$ cat src/rtl/lfsr_decrypt_sequencer.sv
// Program #2 accelerator: recovers LFSR seed/tap from a space preamble, then decrypts DM[SRC_BASE..] into DM[DST_BASE..].
// Optional feature macro: PARITY_CHECK_EN (counts ciphertext bytes with bad parity in ParErrCnt).
module lfsr_decrypt_sequencer #(
  parameter logic [7:0] SRC_BASE  = 8'd64,
  parameter logic [7:0] DST_BASE  = 8'd0,
  parameter int         MSG_LEN   = 64,
  parameter int         PRE_CHECK = 10,
  parameter logic [7:0] SPACE     = 8'h20
) (
  input  logic       Clk,
  input  logic       Reset,
  input  logic       Start,
  output logic       Ack,
  output logic [7:0] MemAddr,
  output logic       MemWrEn,
  output logic [7:0] MemWrData,
  input  logic [7:0] MemRdData,
  output logic [3:0] TapSel,
  output logic       Found,
  output logic [6:0] ParErrCnt
);

  typedef enum logic [2:0] {IDLE, SEED, SEARCH, DEC_RD, DEC_WR, DONE, FAILED} state_t;

  state_t     state;
  logic       start_q;
  logic [6:0] seed;
  logic [6:0] srch_s;
  logic [3:0] pat;
  logic [7:0] idx;
  logic [6:0] lfsr;

  logic [6:0] rd7;
  logic [6:0] s_next;
  logic       launch;
  logic       launch_ok;

  function automatic logic [6:0] tap_rom(input logic [3:0] p);
    case (p)
      4'd0:    tap_rom = 7'h60;
      4'd1:    tap_rom = 7'h48;
      4'd2:    tap_rom = 7'h78;
      4'd3:    tap_rom = 7'h72;
      4'd4:    tap_rom = 7'h6A;
      4'd5:    tap_rom = 7'h69;
      4'd6:    tap_rom = 7'h5C;
      4'd7:    tap_rom = 7'h7E;
      4'd8:    tap_rom = 7'h7B;
      default: tap_rom = 7'h00;
    endcase
  endfunction

  function automatic logic [6:0] step(input logic [6:0] s, input logic [6:0] tap);
    step = {s[5:0], ^(s & tap)};
  endfunction

  assign rd7       = MemRdData[6:0];
  assign s_next    = step(srch_s, tap_rom(pat));
  assign launch    = start_q & ~Start;
  assign launch_ok = launch & ((state == IDLE) | (state == DONE) | (state == FAILED));

  // MemAddr is registered, so every transition also presents the address the next state reads.
  always_ff @(posedge Clk) begin
    if (!Reset) begin
      state     <= IDLE;
      start_q   <= 1'b1;
      Ack       <= 1'b0;
      MemWrEn   <= 1'b0;
      MemAddr   <= 8'd0;
      MemWrData <= 8'd0;
      TapSel    <= 4'hF;
      Found     <= 1'b0;
      seed      <= 7'd0;
      srch_s    <= 7'd0;
      pat       <= 4'd0;
      idx       <= 8'd0;
      lfsr      <= 7'd0;
    end else begin
      start_q <= Start;
      MemWrEn <= 1'b0;
      case (state)
        IDLE, DONE, FAILED: begin
          if (launch) begin
            Ack     <= 1'b0;
            Found   <= 1'b0;
            TapSel  <= 4'hF;
            MemAddr <= SRC_BASE;
            state   <= SEED;
          end
        end
        SEED: begin
          seed    <= rd7 ^ SPACE[6:0];
          srch_s  <= rd7 ^ SPACE[6:0];
          pat     <= 4'd0;
          idx     <= 8'd1;
          MemAddr <= SRC_BASE + 8'd1;
          if ((rd7 ^ SPACE[6:0]) == 7'd0) begin
            Ack   <= 1'b1;
            state <= FAILED;
          end else begin
            state <= SEARCH;
          end
        end
        SEARCH: begin
          if ((rd7 ^ s_next) == SPACE[6:0]) begin
            if (idx == 8'(PRE_CHECK - 1)) begin
              TapSel  <= pat;
              Found   <= 1'b1;
              lfsr    <= seed;
              idx     <= 8'd0;
              MemAddr <= SRC_BASE;
              state   <= DEC_RD;
            end else begin
              srch_s  <= s_next;
              idx     <= idx + 8'd1;
              MemAddr <= SRC_BASE + idx + 8'd1;
            end
          end else if (pat == 4'd8) begin
            Ack   <= 1'b1;
            state <= FAILED;
          end else begin
            pat     <= pat + 4'd1;
            srch_s  <= seed;
            idx     <= 8'd1;
            MemAddr <= SRC_BASE + 8'd1;
          end
        end
        DEC_RD: begin
          MemAddr   <= DST_BASE + idx;
          MemWrEn   <= 1'b1;
          MemWrData <= {1'b0, rd7 ^ lfsr};
          state     <= DEC_WR;
        end
        DEC_WR: begin
          lfsr    <= step(lfsr, tap_rom(TapSel));
          idx     <= idx + 8'd1;
          MemAddr <= SRC_BASE + idx + 8'd1;
          if (idx == 8'(MSG_LEN - 1)) begin
            Ack   <= 1'b1;
            state <= DONE;
          end else begin
            state <= DEC_RD;
          end
        end
        default: state <= IDLE;
      endcase
    end
  end

`ifdef PARITY_CHECK_EN
  logic [6:0] par_cnt;

  // Bad-parity bytes are only counted; they are still decrypted and written.
  always_ff @(posedge Clk) begin
    if (!Reset) begin
      par_cnt <= 7'd0;
    end else if (launch_ok) begin
      par_cnt <= 7'd0;
    end else if ((state == DEC_RD) && (^MemRdData) && (par_cnt != 7'h7F)) begin
      par_cnt <= par_cnt + 7'd1;
    end
  end

  assign ParErrCnt = par_cnt;
`else
  logic unused_par;
  assign unused_par = MemRdData[7] ^ launch_ok;
  assign ParErrCnt  = 7'd0;
`endif

endmodule

$ cat config.mk
export PLATFORM = sky130hd
export DESIGN_NAME = lfsr_decrypt_sequencer
export DESIGN_NICKNAME = d
export VERILOG_FILES = /design/src/rtl/lfsr_decrypt_sequencer.sv
export SDC_FILE = /design/constraint.sdc
export NUM_CORES = 1
export LEC_CHECK = 0
export CORE_ASPECT_RATIO = 2
export CORE_MARGIN = 5
export CORE_UTILIZATION = 51
export DETAILED_ROUTE_END_ITERATION = 10
export PLACE_DENSITY = 0.78
export REMOVE_ABC_BUFFERS = 1
export SYNTH_ARGS = -nofsm -noshare
export SYNTH_HDL_FRONTEND = slang
export SYNTH_SLANG_ARGS = --single-unit
$ cat constraint.sdc
create_clock -name Clk -period 2.8 [get_ports Clk]
set_input_delay 0.28 -clock Clk [delete_from_list [all_inputs] [get_ports Clk]]
set_output_delay 0.28 -clock Clk [all_outputs]
set_load 0.02 [all_outputs]
==> impl_metrics.env, run 1 <==
export IMPL_outcome="finished with violations"
export IMPL_violations="setup timing"
export IMPL_cp_startpoint="srch_s[3]$_SDFFE_PN0P_"
export IMPL_leakage_nw=2.13
export IMPL_async_flop_share_pct=0
export IMPL_synth_cell_type_count=64
export IMPL_diodes=0
export IMPL_fin_tns_setup_ps=-36.2
export IMPL_path_common_cell="and2_4"
export IMPL_fp_dieH_microns=134
export IMPL_cts_sinks=73
export IMPL_fmax_mhz=353
export IMPL_overflow=0
export IMPL_slew_headroom_pct=52.9
export IMPL_syn_inst=481
export IMPL_crit_path_end_kind="flip-flop"
export IMPL_ant_nets=0
export IMPL_timing_rr_start="srch_s[3]$_SDFFE_PN0P_"
export IMPL_reg2reg_slack_ps=-40
export IMPL_num_rows=45
export IMPL_clk_pin_slew_ps=60
export IMPL_ctsLongestPathBuffers=2
export IMPL_worstSetupPathType="reg -> reg"
export IMPL_skew_ps=6.60
export IMPL_numCtsBuffers=9
export IMPL_p_per_area_mw_per_mm2=544
export IMPL_cp_slowest_stage_delay_ps=460
export IMPL_drc=0
export IMPL_critical_path_arrival_ps=3060
export IMPL_grt_first_pass_wirelength_microns=18000
export IMPL_drive_gt1_share_pct=23.4
export IMPL_finalNetCount=596
export IMPL_syn_area_per_cell_sq_um=8.19
export IMPL_clock_root_buffer="clkbuf_16"
export IMPL_holdWs_ps=480
export IMPL_io_pins=41
export IMPL_crit_fanout=3
export IMPL_area_delta_synth_final_pct=33.6
export IMPL_crit_slowest_cell="xnor3_2"
export IMPL_finalCritPeriodShare_pct=101
export IMPL_final_cell_mix="71 x dfxtp_1, 68 x buf_4, 56 x nand2_1, 53 x nor2_1, 33 x a21oi_1"
export IMPL_hold_path_class="reg -> reg"
export IMPL_grt_pass1_vias=3817
export IMPL_power_w=0.00286
export IMPL_period_needed_ps=2840
export IMPL_whs_path_depth=2
export IMPL_peakVddDrop_uv=429
export IMPL_setup_ws_ps=-36.2
export IMPL_avgRoutedWirePerCell_microns=16.9
export IMPL_finalMaxSlewViolations=0
export IMPL_rsz0062_at_grt="true"
export IMPL_cp_required_ps=3030
export IMPL_antenna_found_initial=0
export IMPL_die_w_microns=72.2
export IMPL_critPathLaunchType="flip-flop"
export IMPL_synth_edf_count=0
export IMPL_grt_max_degree=39
export IMPL_start_util_pct=52.2
export IMPL_track_usage_pct=23.9
export IMPL_yosysWarnings=0
export IMPL_reg2reg_depth=12
export IMPL_dieArea_sq_mm=0.00969
export IMPL_drt_iter0_drc=327
export IMPL_wirelength_microns=11300
export IMPL_syn_cell_area_sq_mm=0.00394
export IMPL_clk_latency_ps=340
export IMPL_cts_tree="yes"
export IMPL_setup_violations=1
export IMPL_synthFlopType="dfxtp_1"
export IMPL_holdBufCountCts=0
export IMPL_h_tree_depth=3
export IMPL_post_place_cells=650
export IMPL_ys_ff_latch=73
export IMPL_core_area_sq_mm=0.00754
export IMPL_routed_via_density=5.83
export IMPL_max_cap_violations=0
export IMPL_final_common_cell="dfxtp_1"
export IMPL_first_pass_iters=5
export IMPL_tightest_slew_ps=705
export IMPL_portBuffers=31
export IMPL_gp_congestion=0.912
export IMPL_hold_viol=0
export IMPL_stdcell_count=671
export IMPL_crit_path_cell_trace="nand2_1 -> xnor3_1 -> xnor3_2 -> mux2_4 -> and2_4 -> nand2_4 -> buf_6 -> o22ai_4 -> and2_4 -> ha_4 -> and2_1 -> o311a_1"
export IMPL_vias=3915
export IMPL_ys_seq_area_share_pct=37.1
export IMPL_dp_hpwl_microns=8200
Yosys cell counts, drive strengths merged, types with 4 or more instances:
library cell,instances,area [sq um]
dfxtp,73,1460
nand3b,5,37.5
nor3,11,55.1
xnor2,20,175
a211oi,16,120
nor4,5,31.3
a21oi,35,175
o21a,4,30.0
inv,15,56.3
nand2b,8,50.1
nand2,60,228
clkbuf,18,67.6
ha,12,150
and2,8,52.6
mux2i,17,183
o21ai,26,130
xor2,4,35.0
nand3,10,50.1
and3,7,43.8
nor2,55,206
nor2b,5,31.3
o22ai,9,62.6
buf,12,80.1
cell families (layout without fill, tap and decap cells):
family,count (synthesis),after routing,share of synthesized area [%]
AOI/OAI and AO/OA,120,120,20.0
xor gates and xnor gates,26,26,6.51
adders and majority gates,12,12,3.81
buffers and inverters,46,135,5.27
DFF,73,73,37.1
muxes,20,20,5.59
other,1,8,0.0952
and+or+nand+nor,183,183,21.6
worst max-delay path: cells and delay by family (launching register included):
| family | cells | cell delay (ps) |
|---|---|---|
| buffers and inverters | 1 | 100 |
| AOI/OAI and AO/OA | 2 | 350 |
| muxes | 1 | 330 |
| and+or+nand+nor | 5 | 630 |
| xor gates and xnor gates | 2 | 830 |
| DFF | 1 | 330 |
| adders and majority gates | 1 | 160 |
layer usage:
layer | global-route usage (%) | up-vias | part of all wire [%]
li1 | - | 1857 | -
met5 | 0 | - | 0
met4 | 14.7 | 0 | 4.7
met3 | 5.55 | 50 | 5.3
met2 | 43.4 | 162 | 55
met1 | 23.3 | 1846 | 35
through the flow:
stage               instance area [sq um]  util [%]  setup WS (ps)
global placement                     4750      63.0           -169
CTS                                  5030      66.7           18.5
finish                               5260      69.8          -36.2
global route                         5260      69.8           -110
floorplan                            3820         -          -73.1
detailed placement                   4750      63.0           -266
worst min path at each step:
stage | from | end
2_1_floorplan | Reset | TapSel[1]$_SDFFE_PN1N_
3_3_place_gp | MemAddr[5]$_SDFFE_PN0P_ | MemAddr[5]$_SDFFE_PN0P_
3_5_place_dp | seed[3]$_SDFFE_PN0P_ | seed[3]$_SDFFE_PN0P_
4_1_cts | seed[3]$_SDFFE_PN0P_ | seed[3]$_SDFFE_PN0P_
5_1_grt | seed[4]$_SDFFE_PN0P_ | seed[4]$_SDFFE_PN0P_
6_report | seed[1]$_SDFFE_PN0P_ | seed[1]$_SDFFE_PN0P_
layout make-up:
class	count	area (sq um)
tap	94	118
timing repair buffer	104	877
sequential	73	1460
inverter	16	60.1
clock buffer	10	239
fill	580	2280
multi-input combinational	369	2470
clock inverter	5	32.5
report_power, final:
| part | total [W] | internal, W | leakage, nW | switching, W |
|---|---|---|---|---|
| Sequential | 0.00114 | 0.00110 | 0.592 | 0.0000454 |
| Combinational | 0.000674 | 0.000301 | 1.41 | 0.000372 |
| Clock | 0.00105 | 0.000614 | 0.126 | 0.000434 |
repair_timing:
item,in CTS,in global routing
buffers inserted,0,7
pin swaps,0,13
cloned,0,0
resized for setup,3,46
setup endpoints to repair,2,10
(Power assumes the default switching activity.)
==> run 2: changes to the inputs <==
- HOLD_SLACK_MARGIN: default -> 0.05
- MAX_ROUTING_LAYER: default -> met4
==> run 2 against run 1 <==
  * Sequential share of layout area increased by 0.084 points
  * Routed wire length is 1.7% higher
  * Register-to-register slack about the same
  * The flow still finishes with violations (setup timing)
  * Non-clock buffer count decreased by 2
  * Final cell count shrank 0.15%
  * Via count is 0.64% lower
  * Total power is 3.4% higher
  * Hold slack barely moved
  * Setup slack better by 12 ps
  * Largest power group is now clock
  * Sequential cell count stayed put
==> impl_metrics.env, run 2 (synthesis gave the netlist of run 1 again) <==
export IMPL_cts_tree="yes"
export IMPL_tightest_slew_ps=733
export IMPL_fin_tns_setup_ps=-24.4
export IMPL_dieArea_sq_mm=0.00969
export IMPL_fmax_mhz=354
export IMPL_cp_slowest_stage_delay_ps=450
export IMPL_diodes=0
export IMPL_final_common_cell="dfxtp_1"
export IMPL_core_area_sq_mm=0.00754
export IMPL_clock_root_buffer="clkbuf_16"
export IMPL_crit_path_end_kind="flip-flop"
export IMPL_ctsLongestPathBuffers=2
export IMPL_final_cell_mix="70 x dfxtp_1, 66 x buf_4, 55 x nand2_1, 53 x nor2_1, 34 x a21oi_1"
export IMPL_utilization_pct=69.6
export IMPL_h_tree_depth=3
export IMPL_routed_via_density=5.81
export IMPL_slew_headroom_pct=51.0
export IMPL_whs_path_depth=2
export IMPL_hold_viol=0
export IMPL_period_needed_ps=2820
export IMPL_cts_sinks=73
export IMPL_gp_congestion=0.924
export IMPL_crit_slowest_cell="xnor3_2"
export IMPL_ant_nets=0
export IMPL_regArea_sq_mm=0.00147
export IMPL_clk_pin_slew_ps=60
export IMPL_crit_path_cell_trace="nand2_2 -> xnor3_1 -> xnor3_2 -> buf_6 -> mux2i_1 -> a21oi_2 -> nor2_2 -> o21a_1 -> buf_4 -> ha_1 -> o21bai_1 -> o311a_1"
export IMPL_max_cap_violations=0
export IMPL_cp_required_ps=3090
export IMPL_portBuffers=31
export IMPL_vias=3890
export IMPL_rsz0062_at_grt="true"
export IMPL_hold_path_class="reg -> reg"
export IMPL_antenna_found_initial=0
export IMPL_n_fill_cell=604
export IMPL_skew_ps=5.98
export IMPL_p_per_area_mw_per_mm2=564
export IMPL_wirelength_microns=11500
export IMPL_dp_hpwl_microns=8270
export IMPL_fp_dieH_microns=134
export IMPL_drc=0
export IMPL_peakVddDrop_uv=383
export IMPL_drt_iter0_drc=247
export IMPL_violations="setup timing"
export IMPL_clk_latency_ps=340
export IMPL_finalNetCount=594
export IMPL_setup_violations=2
export IMPL_numCtsBuffers=9
export IMPL_outcome="finished with violations"
export IMPL_holdBufCountCts=0
export IMPL_avgRoutedWirePerCell_microns=17.2
export IMPL_crit_fanout=4
export IMPL_holdWs_ps=480
export IMPL_io_pins=41
export IMPL_critical_path_arrival_ps=3110
export IMPL_finalCritPeriodShare_pct=101
export IMPL_grt_max_degree=39
export IMPL_die_w_microns=72.2
export IMPL_reg2reg_depth=12
export IMPL_track_usage_pct=24.9
export IMPL_grt_pass1_vias=3847
export IMPL_setup_ws_ps=-24.3
export IMPL_leakage_nw=2.14
export IMPL_num_rows=45
export IMPL_finalMaxSlewViolations=0
export IMPL_worstSetupPathType="reg -> reg"
export IMPL_start_util_pct=52.2
export IMPL_multi_input_area_sq_mm=0.00245
export IMPL_overflow=0
export IMPL_first_pass_iters=5
export IMPL_critPathLaunchType="flip-flop"
export IMPL_drive_gt1_share_pct=22.9
export IMPL_grt_first_pass_wirelength_microns=18200
export IMPL_area_delta_synth_final_pct=33.3
## run 2: layout make-up
type / count / share of cell area, %
Clock buffer: 10 / 4.36
Multi-Input combinational cell: 369 / 46.7
Clock inverter: 6 / 1.29
Tap cell: 94 / 2.24
Sequential cell: 73 / 27.9
Inverter: 16 / 1.14
Timing Repair Buffer: 102 / 16.4
## run 2: critical path: cells and delay by family, from the launching register on
kind	cells	cell delay (ps)
flip-flops	1	340
XOR/XNOR	2	820
multiplexers	1	130
AO/OA/AOI/OAI	4	870
buffers and inverters	2	310
adder cells (fa/ha/maj)	1	170
AND/OR/NAND/NOR	2	140
## run 2: worst paths after layout
check	startpoint	to	slack, ps
setup / recovery	srch_s[3]$_SDFFE_PN0P_	flip-flop	-20
hold / removal	MemAddr[5]$_SDFFE_PN0P_	MemAddr[5]$_SDFFE_PN0P_	480
setup reg to reg	srch_s[3]$_SDFFE_PN0P_	flip-flop	-20
hold reg to reg	MemAddr[5]$_SDFFE_PN0P_	MemAddr[5]$_SDFFE_PN0P_	480
## run 2: where the power goes
part           switching (W)  leakage [nW]  internal, W  total, W
registers          0.0000449         0.593      0.00110   0.00114
logic               0.000376          1.41     0.000297  0.000674
clock network       0.000455         0.139     0.000692   0.00115
## run 2: through the flow
stage / std cells / instance area [sq um] / power [W] / worst slack, ps
2_1_floorplan: 458 / 3820 / 0.00151 / -73.1
4_1_cts: 667 / 5060 / 0.00293 / 18.7
3_3_place_gp: 651 / 4760 / 0.00177 / -167
5_1_grt: 670 / 5250 / 0.00307 / -146
3_5_place_dp: 651 / 4760 / 0.00179 / -233
6_report: 670 / 5250 / 0.00296 / -24.3
## run 2: metal layers
layer	part of all wire, %	global-route usage, %	vias to the layer above	routed length, microns
met1	35	22.9	1826	4000
met4	4.3	15.9	0	492
met2	56	44.9	158	6510
li1	-	-	1864	-
met5	0	-	-	0
met3	4.6	5.10	42	527
## run 2: timing repair
action                                  CTS  global route
hold endpoints to repair                  0             0
cloned                                    0             0
setup buffers                             0             4
endpoints found under the setup margin    4            10
pin swaps                                 0            11
gates resized for setup                   3            43
